<file path="src/rtl/vga_timing_gen_if.sv">
// vga_timing_gen_if: video timing bus, ce/restart control in, counters and sync/blank flags out
interface vga_timing_gen_if #(parameter int CNT_W = 11);
  logic ce;
  logic restart;
  logic [CNT_W-1:0] hcount;
  logic [CNT_W-1:0] vcount;
  logic hsync;
  logic vsync;
  logic hblnk;
  logic vblnk;
  logic de;
  logic line_start;
  logic frame_start;
  modport master (
    input  ce, restart,
    output hcount, vcount, hsync, vsync, hblnk, vblnk, de, line_start, frame_start
  );
  modport slave (
    output ce, restart,
    input  hcount, vcount, hsync, vsync, hblnk, vblnk, de, line_start, frame_start
  );
endinterface

</file>
<file path="src/rtl/vga_timing_gen.sv">
// vga_timing_gen: parameterised VGA raster timing generator with registered, count-aligned flags
// Ports: clk pixel clock; rst_n sync active-low reset; bus.master carries ce/restart in and
// hcount/vcount/hsync/vsync/hblnk/vblnk/de/line_start/frame_start out.
module vga_timing_gen #(
  parameter int CNT_W     = 11,
  parameter int H_ACTIVE  = 800,
  parameter int H_FP      = 40,
  parameter int H_SYNC    = 128,
  parameter int H_BP      = 88,
  parameter int V_ACTIVE  = 600,
  parameter int V_FP      = 1,
  parameter int V_SYNC    = 4,
  parameter int V_BP      = 23,
  parameter bit HSYNC_POL = 1'b1,
  parameter bit VSYNC_POL = 1'b1
) (
  input logic clk,
  input logic rst_n,
  vga_timing_gen_if.master bus
);
  localparam int H_TOTAL = H_ACTIVE + H_FP + H_SYNC + H_BP;
  localparam int V_TOTAL = V_ACTIVE + V_FP + V_SYNC + V_BP;
  localparam int W = CNT_W + 1;
  localparam logic [CNT_W:0] HT1 = W'(H_TOTAL - 1);
  localparam logic [CNT_W:0] VT1 = W'(V_TOTAL - 1);
  localparam logic [CNT_W:0] HA  = W'(H_ACTIVE);
  localparam logic [CNT_W:0] VA  = W'(V_ACTIVE);
  localparam logic [CNT_W:0] HS0 = W'(H_ACTIVE + H_FP);
  localparam logic [CNT_W:0] HS1 = W'(H_ACTIVE + H_FP + H_SYNC);
  localparam logic [CNT_W:0] VS0 = W'(V_ACTIVE + V_FP);
  localparam logic [CNT_W:0] VS1 = W'(V_ACTIVE + V_FP + V_SYNC);
  localparam logic [CNT_W:0] ONE = W'(1);
  if (H_TOTAL > 2**CNT_W || V_TOTAL > 2**CNT_W || H_ACTIVE == 0 || H_FP == 0 || H_SYNC == 0 ||
      H_BP == 0 || V_ACTIVE == 0 || V_FP == 0 || V_SYNC == 0 || V_BP == 0) begin : g_bad_params
    $error("vga_timing_gen: invalid timing parameters");
  end
  logic [CNT_W:0] h_cur, v_cur, h_nx, v_nx;
  logic h_last, v_last, wrap_line;
  // Counters are widened by one bit so a total of exactly 2^CNT_W compares cleanly.
  always_comb begin
    h_cur = {1'b0, bus.hcount};
    v_cur = {1'b0, bus.vcount};
    h_last = h_cur == HT1;
    v_last = v_cur == VT1;
    wrap_line = bus.ce && h_last;
    h_nx = bus.restart ? '0 : !bus.ce ? h_cur : h_last ? '0 : h_cur + ONE;
    v_nx = bus.restart ? '0 : !wrap_line ? v_cur : v_last ? '0 : v_cur + ONE;
  end
  // Flags are derived from the next count so they land in the same cycle as the count.
  always_ff @(posedge clk) begin
    if (!rst_n) begin
      bus.hcount <= '0;
      bus.vcount <= '0;
      bus.hblnk <= 1'b0;
      bus.vblnk <= 1'b0;
      bus.de <= 1'b1;
      bus.hsync <= !HSYNC_POL;
      bus.vsync <= !VSYNC_POL;
      bus.line_start <= 1'b0;
      bus.frame_start <= 1'b0;
    end else begin
      bus.hcount <= h_nx[CNT_W-1:0];
      bus.vcount <= v_nx[CNT_W-1:0];
      bus.hblnk <= h_nx >= HA;
      bus.vblnk <= v_nx >= VA;
      bus.de <= h_nx < HA && v_nx < VA;
      bus.hsync <= (h_nx >= HS0 && h_nx < HS1) ? HSYNC_POL : !HSYNC_POL;
      bus.vsync <= (v_nx >= VS0 && v_nx < VS1) ? VSYNC_POL : !VSYNC_POL;
      bus.line_start <= bus.restart || wrap_line;
      bus.frame_start <= bus.restart || (wrap_line && v_last);
    end
  end
endmodule

</file>
<file path="src/flat_wrapper.sv">
// flat-port wrapper written by rule: the top's interface ports become plain ports
module vga_timing_gen_flat 
#(
  parameter int CNT_W     = 11,
  parameter int H_ACTIVE  = 800,
  parameter int H_FP      = 40,
  parameter int H_SYNC    = 128,
  parameter int H_BP      = 88,
  parameter int V_ACTIVE  = 600,
  parameter int V_FP      = 1,
  parameter int V_SYNC    = 4,
  parameter int V_BP      = 23,
  parameter bit HSYNC_POL = 1'b1,
  parameter bit VSYNC_POL = 1'b1
)
  (clk, rst_n, bus_ce, bus_restart, bus_hcount, bus_vcount, bus_hsync, bus_vsync, bus_hblnk, bus_vblnk, bus_de, bus_line_start, bus_frame_start);
  vga_timing_gen_if #(.CNT_W(CNT_W)) bus_i ();
  input logic clk;
  input logic rst_n;
  input wire logic [$bits(bus_i.ce)-1:0] bus_ce;
  input wire logic [$bits(bus_i.restart)-1:0] bus_restart;
  output wire logic [$bits(bus_i.hcount)-1:0] bus_hcount;
  output wire logic [$bits(bus_i.vcount)-1:0] bus_vcount;
  output wire logic [$bits(bus_i.hsync)-1:0] bus_hsync;
  output wire logic [$bits(bus_i.vsync)-1:0] bus_vsync;
  output wire logic [$bits(bus_i.hblnk)-1:0] bus_hblnk;
  output wire logic [$bits(bus_i.vblnk)-1:0] bus_vblnk;
  output wire logic [$bits(bus_i.de)-1:0] bus_de;
  output wire logic [$bits(bus_i.line_start)-1:0] bus_line_start;
  output wire logic [$bits(bus_i.frame_start)-1:0] bus_frame_start;
  assign bus_i.ce = bus_ce;
  assign bus_i.restart = bus_restart;
  assign bus_hcount = bus_i.hcount;
  assign bus_vcount = bus_i.vcount;
  assign bus_hsync = bus_i.hsync;
  assign bus_vsync = bus_i.vsync;
  assign bus_hblnk = bus_i.hblnk;
  assign bus_vblnk = bus_i.vblnk;
  assign bus_de = bus_i.de;
  assign bus_line_start = bus_i.line_start;
  assign bus_frame_start = bus_i.frame_start;
  vga_timing_gen #(.CNT_W(CNT_W), .H_ACTIVE(H_ACTIVE), .H_FP(H_FP), .H_SYNC(H_SYNC), .H_BP(H_BP), .V_ACTIVE(V_ACTIVE), .V_FP(V_FP), .V_SYNC(V_SYNC), .V_BP(V_BP), .HSYNC_POL(HSYNC_POL), .VSYNC_POL(VSYNC_POL)) u_core (.clk(clk), .rst_n(rst_n), .bus(bus_i));
endmodule
</file>
<file path="config.mk">
export PLATFORM = sky130hd
export DESIGN_NAME = vga_timing_gen_flat
export DESIGN_NICKNAME = d
export VERILOG_FILES = /design/src/rtl/vga_timing_gen_if.sv /design/src/rtl/vga_timing_gen.sv /design/src/flat_wrapper.sv
export SDC_FILE = /design/constraint.sdc
export NUM_CORES = 1
export LEC_CHECK = 0
export BUFFER_PORTS_ARGS = -buffer_cell sky130_fd_sc_hd__buf_2
export CAP_MARGIN = 0
export CORE_ASPECT_RATIO = 0.8
export CORE_UTILIZATION = 45
export DETAILED_ROUTE_END_ITERATION = 8
export MAX_ROUTING_LAYER = met4
export PLACE_DENSITY_LB_ADDON = 0.12
export SLEW_MARGIN = 20
export SYNTH_ARGS = -nofsm -noshare
export SYNTH_HDL_FRONTEND = slang
export SYNTH_SLANG_ARGS = --single-unit
</file>
<file path="constraint.sdc">
create_clock -name clk -period 6.2 [get_ports clk]
set_input_delay 1.24 -clock clk [delete_from_list [all_inputs] [get_ports clk]]
set_output_delay 1.24 -clock clk [all_outputs]
set_load 0.05 [all_outputs]
</file>
==> impl_summary.log, run 1 <==
INFO  metric timing.final.hold_violations = 0
INFO  metric vias_per_cell = ~5.7
INFO  metric worst_ep_required_time = around 6.4 ns
INFO  metric routedWlPerCell = around 14 um
INFO  metric grt_remaining_overflow = 0
INFO  metric design.final.nets = roughly 230
INFO  metric layout_setup_ws = roughly 2.8 ns
INFO  metric synth_cells = ~190
INFO  metric postSynthRegisterBits = 29
INFO  metric min_path_cells = 2
INFO  metric routed_wirelength = between 3000 and 4000 um
INFO  metric synth-xor-area-share = under 10%
INFO  metric cts_tree = yes
INFO  metric clkSinkCount = 29
INFO  metric yosys_warnings = 0
INFO  metric regToRegSetupSlack = about 3.4 ns
INFO  metric filler_cell_count = roughly 300
INFO  metric grt_pass1_wl = a little under 6000 um
INFO  metric synth_area_per_cell = between 8 and 9 sq um
INFO  metric clock_tree.buffer_depth = 2
INFO  metric final_period_utilization = 54.3%
INFO  metric finalPower = roughly 0.35 mW
INFO  metric finClkSkew = ~0.0085 ns
INFO  metric initial_antenna_violation_count = 0
INFO  metric holdCritStartpoint = u_core.bus.vcount[3]
INFO  metric mux_cell_area_share_after_synthesis = about 1.9%
INFO  metric post_synth_and_or_nand_nor_area_fraction = ~33%
INFO  metric combinational_family_with_the_most_area_after_synthesis = simple AND/OR/NAND/NOR gates
INFO  metric leakage = just under 0.7 nW
INFO  metric worstHoldPathType = register to register
INFO  metric timing.final.setup_violations = 0
INFO  metric achievable-frequency = 297 MHz
INFO  metric track_usage = between 20% and 30%
INFO  metric cts_max_level = 2
INFO  metric ys_async_sr_fraction = 0%
INFO  metric final_antenna_net_count = 0
INFO  metric post-dp-hpwl = 2690 um
INFO  metric antenna-diode-count = 0
INFO  metric fraction_of_met2_tracks_used_by_global_routing = between 20 and 30%
INFO  metric via_count = between 1k and 1.5k
INFO  metric peakVddDrop = between 100 and 150 uV
INFO  metric routing_usage_on_met1 = ~34%
INFO  metric start_util = 48.7%
INFO  metric grt_use_met3 = 6.25%
INFO  metric drive_above_1_share = 21.7%
INFO  metric die_w = approximately 68 um
INFO  metric worst_setup_path_startpoint = bus_ce
INFO  metric finalCriticalPeriod = roughly 3.4 ns
INFO  metric path_clk_slew = about 0.060 ns
INFO  metric detailedRoute.firstIterationViolations = between 100 and 150
INFO  metric pin_count_of_the_biggest_net_entering_global_routing = 15
INFO  metric power_per_cell_area = just under 200 nW/um^2
INFO  metric ff2ff_path_depth = 8
INFO  metric worstSetupEndpointType = register
INFO  metric mappedNetlistNets = slightly below 200
INFO  metric dieArea = about 3700 sq um
INFO  metric place.port_buffers = 32
INFO  metric dpl_cell_area = 1720 sq um
INFO  metric final-max-slew-violation-count = 0
INFO  metric core = roughly 3200 sq um
INFO  metric first_global_vias = 1205
INFO  metric post_synth_instance_area = approximately 1500 sq um
INFO  metric status = completed
INFO  metric mostFrequentLayoutCells = sky130_fd_sc_hd__buf_2 (32), sky130_fd_sc_hd__dfxtp_1 (29), sky130_fd_sc_hd__nor2_1 (25)
INFO  metric whs_endpoint = u_core.bus.vcount[3]
INFO  metric drv.max_cap_violation_count = 0
INFO  metric rsz0062_at_grt = no
INFO  metric final_common_cell = sky130_fd_sc_hd__buf_2
INFO  metric post_cts_sizing_count = 0
INFO  metric max_slew.worst_pin.slew = between 0.5 and 0.6 ns
INFO  metric detailedPlace.worstSlack = approximately 2.6 ns
INFO  metric floorplan.die.height = roughly 54 um
INFO  metric grt.busiest_layer = met1
INFO  metric crit-reg2reg-capture = u_core.bus.de
INFO  metric post-cts-setup-buffers = 0
INFO  metric timing.max_slew.rel_slack = a little under two thirds
INFO  metric gp_routability_congestion = between 0.8 and 0.9
INFO  metric area_growth_syn_to_layout = 16.6%
INFO  metric synth-seq-area-share = ~38%
INFO  metric timing.critical_path.from_type = input port
INFO  metric hold-worst-slack = between 0.5 and 0.6 ns
INFO  metric area_used_by_multi_input_combinational_logic = around 900 sq um
INFO  metric timing.setup.tns = 0 ns
INFO  metric postCtsHoldBufs = 0
INFO  metric num_rows = 18
INFO  metric worst-setup-path-type = input port to register
INFO  metric netlist-cell-type-count = 48
INFO  metric cts-buffers-inserted = 5
INFO  metric rr_startpoint = u_core.bus.hcount[0]
INFO  metric route.detailed.drc = 0
INFO  metric critPathArrivalTime = approximately 3.5 ns
INFO  metric synth-compound-area-share = between 15 and 20%
INFO  metric synth_fa_ha_area_share = roughly 1.6%
INFO  metric ys.flop_type = sky130_fd_sc_hd__dfxtp_1
INFO  metric insertion_delay_to_the_later_sink_of_the_worst_skew_pair = between 0.2 and 0.3 ns
INFO  metric num_io_pins = 33
INFO  metric drt-pass1-iter-count = 4
INFO  metric final_design_area_no_fill = 1800 sq um
INFO  metric synth_enable_flop_cells = 0
INFO  metric cts_root_buf = sky130_fd_sc_hd__clkbuf_8
INFO  metric crit_path_max_fanout = 14
INFO  metric final-seq-area = just under 600 sq um
-- Yosys cell counts, types with 2 or more instances --
cell                       count  share of area, %
sky130_fd_sc_hd__inv_1         5               1.2
sky130_fd_sc_hd__nor4_1        2              0.81
sky130_fd_sc_hd__dfxtp_1      29                38
sky130_fd_sc_hd__nor2b_1       2              0.81
sky130_fd_sc_hd__or2_2         2              0.81
sky130_fd_sc_hd__a21oi_1       7               2.3
sky130_fd_sc_hd__buf_6         2               1.5
sky130_fd_sc_hd__nand4_1       5               2.0
sky130_fd_sc_hd__nand2b_1      3               1.2
sky130_fd_sc_hd__mux2i_1       3               1.9
sky130_fd_sc_hd__or3_1         7               2.8
sky130_fd_sc_hd__nand2_1      13               3.2
sky130_fd_sc_hd__o21ai_0       6               1.9
sky130_fd_sc_hd__ha_1          2               1.6
sky130_fd_sc_hd__xnor2_1       7               4.0
sky130_fd_sc_hd__a31oi_1       3               1.2
sky130_fd_sc_hd__nor4b_1       2               1.1
sky130_fd_sc_hd__buf_2         2              0.65
sky130_fd_sc_hd__a22oi_1       2              0.97
sky130_fd_sc_hd__nand3_1      13               4.2
sky130_fd_sc_hd__and2_1        2              0.81
sky130_fd_sc_hd__clkbuf_1      3              0.73
sky130_fd_sc_hd__xor2_1        5               2.8
sky130_fd_sc_hd__nor2_1       25               6.1
sky130_fd_sc_hd__o31ai_1       2              0.97
sky130_fd_sc_hd__nor3_1       10               3.2
sky130_fd_sc_hd__o22ai_1       2              0.81
-- metrics by stage --
step	cells	utilization (%)
after floorplan	187	-
after detailed placement	253	54.2
after global placement	253	54.2
final	261	56.8
after global routing	261	56.8
after CTS	261	56.8
-- state kept, by name, summed over array words and instances (netlist names) --
| name | cells |
|---|---|
| u_core.bus.hcount | 11 |
| u_core.bus.vcount | 11 |
| u_core.bus.de | 1 |
| u_core.bus.frame_start | 1 |
| u_core.bus.hblnk | 1 |
| u_core.bus.hsync | 1 |
| u_core.bus.line_start | 1 |
| u_core.bus.vblnk | 1 |
| u_core.bus.vsync | 1 |
-- layer usage --
| layer | up-vias | part of all wire [%] |
|---|---|---|
| met1 | 695 | 54 |
| met3 | 5 | 6.0 |
| met4 | 0 | 0.82 |
| met2 | 53 | 39 |
| met5 | - | 0 |
| li1 | 746 | - |
-- critical path, stage by stage --
cell	delay [ns]
sky130_fd_sc_hd__buf_2	0.15
sky130_fd_sc_hd__nand2_1	0.19
sky130_fd_sc_hd__or4b_4	0.68
sky130_fd_sc_hd__or3_1	0.46
sky130_fd_sc_hd__a32o_1	0.22
sky130_fd_sc_hd__a41oi_1	0.21
sky130_fd_sc_hd__nand4b_1	0.18
sky130_fd_sc_hd__and4b_1	0.22
-- area by class of cell --
type | count | area share (%)
Multi-Input combinational cell | 145 | 49.9
Sequential cell | 29 | 32.2
Timing Repair Buffer | 33 | 9.30
Clock buffer | 6 | 4.02
Tap cell | 40 | 2.78
Inverter | 6 | 1.25
Clock inverter | 2 | 0.555
-- cells by family after synthesis --
| group | after synthesis |
|---|---|
| xor gates and xnor gates | 12 |
| adders and majority gates | 2 |
| buffers and inverters | 13 |
| AOI/OAI and AO/OA | 34 |
| DFF | 29 |
| and+or+nand+nor | 94 |
| muxes | 3 |
-- worst max path at each step --
stage / slack, ns / endpoint / cells after the start
CTS: 2.86 / u_core.bus.de / 8
global placement: 2.65 / u_core.bus.de / 8
floorplan: 2.81 / u_core.bus.de / 9
finish: 2.83 / u_core.bus.de / 8
detailed placement: 2.57 / u_core.bus.de / 8
global route: 2.65 / u_core.bus.de / 8
-- where the power goes --
part | switching [mW] | internal [mW] | total [mW]
registers | 0.000732 | 0.187 | 0.188
clock network | 0.0703 | 0.0776 | 0.148
logic | 0.0106 | 0.00290 | 0.0135
(Power assumes the default switching activity.)
==> run 2: changes to the inputs <==
clock period = 3.4 ns   (was 6.2 ns; I/O delays follow)
==> run 2 against run 1 <==
Net effect: via count down 2.4%; hold slack got worse by 0.0066 ns; wire length fell by 1.1%; global-route usage up 0.32 points; first-iteration DRC count fell by 19%; register-to-register slack worse by 2.8 ns; core utilization grew 0.59 points; critical endpoint unchanged; largest cell class unchanged.
==> impl_summary.log, run 2 (synthesis gave the netlist of run 1 again) <==
INFO  metric peakVddDrop = around 380 uV
INFO  metric final_antenna_net_count = 0
INFO  metric filler_cell_count = 297
INFO  metric first_global_vias = roughly 1.2k
INFO  metric critPathMaxStageDelay = 0.68 ns
INFO  metric clkSinkCount = 29
INFO  metric dieArea = approximately 3700 sq um
INFO  metric path_delay_family = simple AND/OR/NAND/NOR gates
INFO  metric timing.setup.tns = 0 ns
INFO  metric cts_tree = yes
INFO  metric pin_count_of_the_biggest_net_entering_global_routing = 15
INFO  metric cts-buffers-inserted = 5
INFO  metric min_path_cells = 2
INFO  metric drt-pass1-iter-count = 4
INFO  metric timing.final.setup_violations = 0
INFO  metric cp_cell_sequence = ha_1, nand2_1, or4b_4, or3_1, a32o_1, a41oi_1, nand4b_1, and4b_1
INFO  metric path_clk_slew = ~0.06 ns
INFO  metric post_layout_nonfiller_instances = roughly 260
INFO  metric final_period_utilization = roughly 83%
INFO  metric layout_setup_ws = 0.585 ns
INFO  metric grt_remaining_overflow = 0
INFO  metric finalCriticalPeriod = about 2.8 ns
INFO  metric post-dp-hpwl = 2680 um
INFO  metric rsz0062_at_grt = no
INFO  metric finClkSkew = about 0.0058 ns
INFO  metric clock_tree.buffer_depth = 2
INFO  metric routedWlPerCell = approximately 14 um
INFO  metric post-place-cells = 253
INFO  metric post-cts-setup-buffers = 0
INFO  metric cts_root_buf = sky130_fd_sc_hd__clkbuf_8
INFO  metric achievable-frequency = 355 MHz
INFO  metric initial_antenna_violation_count = 0
INFO  metric crit_path_max_fanout = 14
INFO  metric final-seq-area = ~580 sq um
INFO  metric area_used_by_multi_input_combinational_logic = 900 sq um
INFO  metric detailedPlace.worstSlack = about 0.33 ns
INFO  metric worst-setup-path-type = register to register
INFO  metric track_usage = 22.6%
INFO  metric final-max-slew-violation-count = 0
INFO  metric drive_above_1_share = around 22%
INFO  metric max_slew.worst_pin.slew = 0.478 ns
INFO  metric postCtsHoldBufs = 0
INFO  metric antenna-diode-count = 0
INFO  metric drv.max_cap_violation_count = 0
INFO  metric power_per_cell_area = 372 nW/um^2
INFO  metric worstSetupEndpointType = register
INFO  metric insertion_delay_to_the_later_sink_of_the_worst_skew_pair = ~0.28 ns
INFO  metric status = completed
INFO  metric cp.buffers_inverters = 0
INFO  metric mostFrequentLayoutCells = sky130_fd_sc_hd__buf_2 (32), sky130_fd_sc_hd__dfxtp_1 (29), sky130_fd_sc_hd__nor2_1 (25)
INFO  metric hold-worst-slack = around 0.56 ns
INFO  metric floorplan.die.height = between 50 and 60 um
INFO  metric top_registers = u_core.bus.hcount (11), u_core.bus.vcount (11)
INFO  metric ff2ff_path_depth = 8
INFO  metric start_util = ~50%
INFO  metric via_count = 1463
INFO  metric critical_path_cell_count = 8
INFO  metric detailedRoute.firstIterationViolations = roughly 90
INFO  metric route.detailed.drc = 0
INFO  metric final_common_cell = sky130_fd_sc_hd__buf_2
INFO  metric die_w = just under 70 um
INFO  metric worst_ep_required_time = 3.57 ns
INFO  metric routed_wirelength = approximately 3600 um
INFO  metric leakage = 0.691 nW
INFO  metric post_cts_sizing_count = 0
INFO  metric worstHoldPathType = register to register
INFO  metric timing.critical_path.from_type = register
INFO  metric timing.final.hold_violations = 0
INFO  metric cts_max_level = 2
INFO  metric timing.max_slew.rel_slack = about two thirds
INFO  metric num_rows = 18
INFO  metric core = around 3200 sq um
INFO  metric gp_routability_congestion = 0.873
INFO  metric master_of_the_slowest_instance_on_the_critical_path = sky130_fd_sc_hd__or4b_4
INFO  metric area_growth_syn_to_layout = 17.8%
INFO  metric place.port_buffers = 32
INFO  metric grt_pass1_wl = between 5000 and 6000 um
INFO  metric critPathArrivalTime = 2.99 ns
INFO  metric vias_per_cell = 5.61
INFO  metric design.final.nets = 226
INFO  metric num_io_pins = 33
run 2: routing by layer:
metal | vias to the layer above | track usage (%) | wire (um)
li1 | 743 | - | -
met1 | 652 | 32.5 | 1920
met2 | 63 | 29.9 | 1410
met3 | 5 | 6.46 | 266
met4 | 0 | 6.74 | 32
met5 | - | - | 0
run 2: metrics by stage:
step	util, %	total power [mW]	instance area [sq um]
after floorplan	-	0.367	1550
after global placement	54.2	0.375	1720
after detailed placement	54.2	0.375	1720
after CTS	57.4	0.688	1820
after global routing	57.4	0.708	1820
final	57.4	0.677	1820
run 2: worst register-to-register path: cells and delay by family (launching register included):
family | cells | cell delay (ns)
simple gates | 5 | 1.70
compound gates | 2 | 0.42
fa+ha+maj | 1 | 0.19
flops | 1 | 0.41
run 2: area by class of cell:
class	count	share of cell area [%]
tap	40	2.75
clock inverter	1	0.275
clock buffer	7	5.29
sequential	29	31.9
inverter	6	1.24
multi-input combinational	145	49.4
timing repair buffer	33	9.20
run 2: final timing paths:
| kind | startpoint | end | slack (ns) |
|---|---|---|---|
| worst max register to register | u_core.bus.hcount[0] | u_core.bus.de | 0.58 |
| worst min register to register | u_core.bus.vcount[3] | u_core.bus.vcount[3] | 0.56 |
| worst min-delay path | u_core.bus.vcount[3] | u_core.bus.vcount[3] | 0.56 |
| worst max-delay path | u_core.bus.hcount[0] | u_core.bus.de | 0.58 |
run 2: report_power, final:
group / leakage [nW] / switching (mW) / total (mW) / internal [mW]
logic: 0.403 / 0.0192 / 0.0245 / 0.00528
registers: 0.234 / 0.00133 / 0.343 / 0.342
clock network: 0.0542 / 0.127 / 0.309 / 0.183
